[config.mk]
export PLATFORM = sky130hd
export DESIGN_NAME = wb_retire_queue
export DESIGN_NICKNAME = d
export VERILOG_FILES = /design/src/rtl/wb_retire_queue.sv
export SDC_FILE = /design/constraint.sdc
export NUM_CORES = 1
export LEC_CHECK = 0
export ABC_AREA = 0
export BUFFER_PORTS_ARGS = -buffer_cell sky130_fd_sc_hd__clkbuf_2
export CAP_MARGIN = 5
export CORE_MARGIN = 5
export CORE_UTILIZATION = 52
export DETAILED_ROUTE_END_ITERATION = 12
export MAX_ROUTING_LAYER = met4
export PLACE_DENSITY = 0.77
export SYNTH_ARGS = -nofsm -noshare
export SYNTH_HDL_FRONTEND = slang
export SYNTH_SLANG_ARGS = --single-unit
[constraint.sdc]
create_clock -name clk -period 3.2 [get_ports clk]
set_input_delay 0.48 -clock clk [delete_from_list [all_inputs] [get_ports clk]]
set_output_delay 0.48 -clock clk [all_outputs]
set_load 0.01 [all_outputs]
[src/rtl/wb_retire_queue.sv]
// In-order write-back retire queue between MEM and the register-file write port.
// Retires at most one instruction per cycle, forwards pending results youngest-first and reports each retire on the debug outputs.
module wb_retire_queue #(
    parameter int PC_W   = 32,
    parameter int ADDR_W = 5,
    parameter int DATA_W = 32,
    parameter int DEPTH  = 4,
    parameter int BUS_W  = PC_W + 1 + ADDR_W + DATA_W
) (
    input  logic                         clk,
    input  logic                         resetn,
    input  logic                         ms_to_ws_valid,
    input  logic [BUS_W-1:0]             ms_ws_bus,
    output logic                         ws_allow_in,
    output logic [ADDR_W+DATA_W:0]       ws_rf_bus,
    input  logic                         rf_ready,
    input  logic [ADDR_W-1:0]            fwd_raddr1,
    input  logic [ADDR_W-1:0]            fwd_raddr2,
    output logic                         fwd_hit1,
    output logic                         fwd_hit2,
    output logic [DATA_W-1:0]            fwd_data1,
    output logic [DATA_W-1:0]            fwd_data2,
    output logic [$clog2(DEPTH+1)-1:0]   ws_count,
    output logic [PC_W-1:0]              debug_wb_pc,
    output logic [3:0]                   debug_wb_rf_we,
    output logic [ADDR_W-1:0]            debug_wb_rf_wnum,
    output logic [DATA_W-1:0]            debug_wb_rf_wdata
);

    localparam int PTR_W = $clog2(DEPTH);
    localparam int CNT_W = $clog2(DEPTH+1);

    logic [PC_W-1:0]   pc_q   [DEPTH];
    logic              we_q   [DEPTH];
    logic [ADDR_W-1:0] dest_q [DEPTH];
    logic [DATA_W-1:0] res_q  [DEPTH];

    logic [PTR_W-1:0] head_q, head_d;
    logic [PTR_W-1:0] tail_q, tail_d;
    logic [CNT_W-1:0] count_q, count_d;

    logic [PC_W-1:0]   in_pc;
    logic              in_we;
    logic [ADDR_W-1:0] in_dest;
    logic [DATA_W-1:0] in_res;

    assign in_pc   = ms_ws_bus[BUS_W-1 -: PC_W];
    assign in_we   = ms_ws_bus[ADDR_W+DATA_W];
    assign in_dest = ms_ws_bus[DATA_W +: ADDR_W];
    assign in_res  = ms_ws_bus[DATA_W-1:0];

    logic head_valid, head_we, push, retire;

    assign head_valid  = (count_q != '0);
    assign head_we     = we_q[head_q];
    // Full refuses a push even when the head retires in the same cycle,
    // which keeps rf_ready off the ws_allow_in path.
    assign ws_allow_in = (count_q != CNT_W'(DEPTH));
    assign push        = ms_to_ws_valid & ws_allow_in;
    assign retire      = head_valid & (~head_we | rf_ready);
    assign ws_count    = count_q;

    always_comb begin
        head_d  = head_q;
        tail_d  = tail_q;
        count_d = count_q;
        if (push)   tail_d = tail_q + 1'b1;
        if (retire) head_d = head_q + 1'b1;
        case ({push, retire})
            2'b10:   count_d = count_q + 1'b1;
            2'b01:   count_d = count_q - 1'b1;
            default: count_d = count_q;
        endcase
    end

    always_ff @(posedge clk or negedge resetn) begin
        if (!resetn) begin
            head_q  <= '0;
            tail_q  <= '0;
            count_q <= '0;
        end else begin
            head_q  <= head_d;
            tail_q  <= tail_d;
            count_q <= count_d;
        end
    end

    always_ff @(posedge clk) begin
        if (push) begin
            pc_q[tail_q]   <= in_pc;
            we_q[tail_q]   <= in_we;
            dest_q[tail_q] <= in_dest;
            res_q[tail_q]  <= in_res;
        end
    end

    logic rf_we;
    assign rf_we     = head_valid & head_we;
    assign ws_rf_bus = rf_we ? {1'b1, dest_q[head_q], res_q[head_q]} : '0;

    always_comb begin
        debug_wb_pc       = '0;
        debug_wb_rf_we    = 4'h0;
        debug_wb_rf_wnum  = '0;
        debug_wb_rf_wdata = '0;
        if (retire) begin
            debug_wb_pc = pc_q[head_q];
            if (head_we) begin
                debug_wb_rf_we    = 4'hF;
                debug_wb_rf_wnum  = dest_q[head_q];
                debug_wb_rf_wdata = res_q[head_q];
            end
        end
    end

    // Entries are viewed by age (0 = head); larger age is younger.
    logic [DEPTH-1:0]  match1_age;
    logic [DEPTH-1:0]  match2_age;
    logic [DATA_W-1:0] data_age [DEPTH];

    for (genvar gi = 0; gi < DEPTH; gi++) begin : g_age
        logic [PTR_W-1:0] slot;
        logic             live;
        assign slot = head_q + PTR_W'(gi);
        assign live = (CNT_W'(gi) < count_q) & we_q[slot];
        assign match1_age[gi] = live & (dest_q[slot] == fwd_raddr1) & (fwd_raddr1 != '0);
        assign match2_age[gi] = live & (dest_q[slot] == fwd_raddr2) & (fwd_raddr2 != '0);
        assign data_age[gi]   = res_q[slot];
    end

    always_comb begin
        fwd_hit1  = 1'b0;
        fwd_hit2  = 1'b0;
        fwd_data1 = '0;
        fwd_data2 = '0;
        for (int i = 0; i < DEPTH; i++) begin
            if (match1_age[i]) begin
                fwd_hit1  = 1'b1;
                fwd_data1 = data_age[i];
            end
            if (match2_age[i]) begin
                fwd_hit2  = 1'b1;
                fwd_data2 = data_age[i];
            end
        end
    end

endmodule
==> results.md <==
- The flow ran to the end, but the final reports show violations.
- The final reports fail on setup timing.
- The power per cell area is 993 nW/um2.
- Yosys mapped the design onto 57 distinct sky130hd cell types.
- VDD sags by at most 0.617 mV.
- The net count after synthesis is 1,427.
- Counting the buffers created by CTS gives 31.
- After layout, the design draws a total of between 20 and 25 mW.
- The clock latency on the worst-skew pair is 0.59 ns.
- Along the worst path, the maximum fanout reaches 7.
- The number of global-route vias before repair is 13,129.
- The H-tree level count is 1.
- After routing, the total negative slack on setup checks comes to -50.69 ns.
- The path type of the worst min-delay path is in2reg.
- Setup repair after global routing could not meet its margin everywhere.
- Data on the critical path arrives at its endpoint at 3.62 ns.
- The worst hold slack across all endpoints is 0.101 ns.
- The number of fill cells in the layout is roughly 2,000.
- The setup slack of the worst register-to-register path is 0.63 ns.
- The detailed router's first-iteration violation count is 1,589.
- The final net count is between 1,500 and 2,000.
- Once detail routing completed, the nets flagged for antenna violations numbered 0.
- The total wirelength of the detailed-routed design is 53,700 um.
- The most common library cell in the layout ignoring fill and taps is edfxtp_1.
- The endpoint of the worst hold-timing path is res_q[0][18].
- The post-synthesis async set-or-reset flop share is 2.44%.
- Clock skew on the completed layout was measured at ~0.034 ns.
- For the pin with the worst max-slew slack, the measured transition is 0.559 ns.
- During synthesis, Yosys emitted a total of 0 warnings.
- For this block, the via count after detailed routing is 13,571.
- In the layout the commonest cells are edfxtp_1, clkbuf_2, nand2_1, buf_4, nor2_1.
- The clock net in this run drives a total of 287 sinks.
- The cell at the root of the clock tree is clkbuf_16.
- The synthesized netlist occupies a cell area of 16,600 um2.
- The max-slew violation total from the final report came to 0.
- The non-filler instance count after layout is ~2,200.
- The reported max-cap violation count is 0.
- The final hold violation count is 0.
- The number of search-and-repair iterations in the first detailed-routing pass is 6.
- In this run the most critical hold path is launched from ms_ws_bus[18].
- The sort of element at the end of the critical path is a primary output.
- STA classifies the critical path startpoint as a register.
- After floorplanning, the core was sized to cover 31,500 um2.
- The synthesized flop and latch total is 287.
- After technology mapping, the gate count stands at 1,334.
- The final period utilization is 128%.
- Counting flops with a built-in enable in the synthesized netlist gives 280.
- Setup violations remaining at the end of the flow were counted as 69.
- The post-synthesis to final-layout area growth is 36.0%.
- The worst reg2reg path depth is 11.
- The leading register cell type out of synthesis is edfxtp_1.
- Clock-pin slew was measured on the worst setup and hold paths at approximately 0.070 ns.
- The register cell area after layout is about 8600 um2.
- Averaged over all synthesized cells, the footprint is around 12 um2.
- The full die area is 35,500 um2.
- The number of antenna violations at the first check in global routing is 4.
- The number of placed instances, taps included is between 2,000 and 2,500.
- The time the worst path needs with I/O delays and setup is 4.10 ns.
- The portion of the post-synthesis area used by sequential elements is 51.8%.
- The global-route usage over all layers is 27.6%.
- The width of the chip is ~190 um.
- The final weighted congestion of routability-driven global placement is 0.912.
- In this run the tool buffered the top-level ports with 264 buffer cells.
- The critical path is of the reg2out type.
- The first global-routing pass estimated approximately 75,000 um of wire.
- The starting density of the core is 52.6%.
- Counting instances, the worst hold path has a depth of 1.
- The die height is 188 um.
- 265 I/O pins were placed.
- The fraction of final layout cells with drive strength greater than 1 is 45.9%.
- STA puts the critical path data required time at ~2.7 ns.
- The multi-input combinational cell area is about 8400 um2.
- The worst slew margin relative to its limit is 62.7%.
- The count of unresolved DRC violations after routing is 0.
- The post-DP HPWL is 33,200 um.
- The initialized floorplan defines 65 standard-cell rows.
- The number of vias per cell after detailed routing is 6.28.
- Counting along the longest clock path gives a buffer depth of 3.
- The critical register-to-register path endpoint is ws_count[2].
- The clock tree from TritonCTS is yes.
- Derived from the worst setup path, the maximum achievable clock frequency is 244 MHz.
- The start of the worst register-to-register path is head_q[0].
- The global-route congestion overflow total is 0.
- The post-layout worst setup margin is -0.896 ns.
- After detailed routing, the average wire length per cell comes to around 25 um.
- The maximum number of pins on one net before global-route repair is 63.
- For this design the static power due to leakage is between 8 and 9 nW.
## synthesized netlist by cell type, types with 24 or more instances
| library cell | count | area share [%] |
|---|---|---|
| edfxtp_1 | 280 | 51 |
| nand2_1 | 144 | 3.3 |
| nor2_1 | 116 | 2.6 |
| mux2i_1 | 114 | 6.9 |
| o21ai_0 | 82 | 2.5 |
| mux2_2 | 63 | 4.3 |
| mux4_2 | 63 | 8.6 |
| clkbuf_1 | 49 | 1.1 |
| xnor2_1 | 34 | 1.8 |
| nor2b_1 | 32 | 1.2 |
| nor3_1 | 32 | 0.97 |
| a21oi_1 | 30 | 0.91 |
| buf_1 | 24 | 0.54 |
| buf_2 | 24 | 0.73 |
## worst max-delay path by stage
stage | from | end | slack [ns]
3_5_place_dp | head_q[0] | fwd_data2[19] | -0.34
2_1_floorplan | head_q[0] | fwd_data2[23] | -0.15
4_1_cts | head_q[0] | fwd_data2[9] | -0.81
3_3_place_gp | head_q[0] | fwd_data1[3] | -0.28
6_report | head_q[0] | fwd_data2[9] | -0.90
5_1_grt | head_q[0] | fwd_data1[16] | -0.94
## through the flow
step                utilization, %  worst slack, ns  instance area (um2)
floorplan                        -           -0.152                16600
global placement              61.4           -0.278                19300
detailed placement            61.4           -0.335                19300
CTS                           67.2           -0.807                21100
global route                  71.5           -0.943                22500
finish                        71.5           -0.896                22500
## power breakdown
part / switching [mW] / total [mW] / internal (mW)
Clock: 1.51 / 3.71 / 2.20
Combinational: 7.37 / 13.3 / 5.95
Sequential: 0.339 / 5.32 / 4.98
Total: 9.22 / 22.3 / 13.1
## cell type report
type	count	area share, %
multi-input cells	921	37.1
diodes	4	0.0445
inverters	17	0.295
flip-flops and latches	287	38.2
repair buffers	472	17.4
clock inverters	23	1.22
well taps	402	2.23
clock buffers	35	3.51
## routing by layer
layer	GRT usage (%)	up-vias	part of all wire, %
met5	-	-	0
met4	10.6	0	5.6
met3	6.37	220	10
met2	44.6	902	48
met1	34.3	6561	37
li1	-	5888	-
## repair_timing
item | in CTS | in global routing
hold buffers | 1 | 0
cloned | 7 | 9
setup endpoints to repair | 137 | 125
hold endpoints to repair | 7 | 0
setup buffers | 20 | 21
resized for setup | 106 | 242
pin swaps | 17 | 41
## state kept, by name, summed over array words and instances (netlist names)
register / flops
dest_q: 20
we_q: 4
ws_count: 3
head_q: 2
pc_q: 128
tail_q: 2
res_q: 128
## critical path, stage by stage, from the launching register on
cell,delay (ns)
dfrtp_4,0.51
buf_6,0.12
mux4_2,0.54
xnor2_2,0.16
or4_4,0.57
or2_4,0.29
or3_1,0.33
a211oi_2,0.22
buf_4,0.18
buf_6,0.10
## kinds of logic after synthesis
logic type                 synth area share (%)
AOI/OAI and AO/OA                          8.25
and+or+nand+nor                            11.0
xor gates and xnor gates                   2.27
buffers and inverters                      3.53
muxes                                      22.4
adders and majority gates                 0.680
DFF                                        51.8
Power figures use the tool's default switching activity.
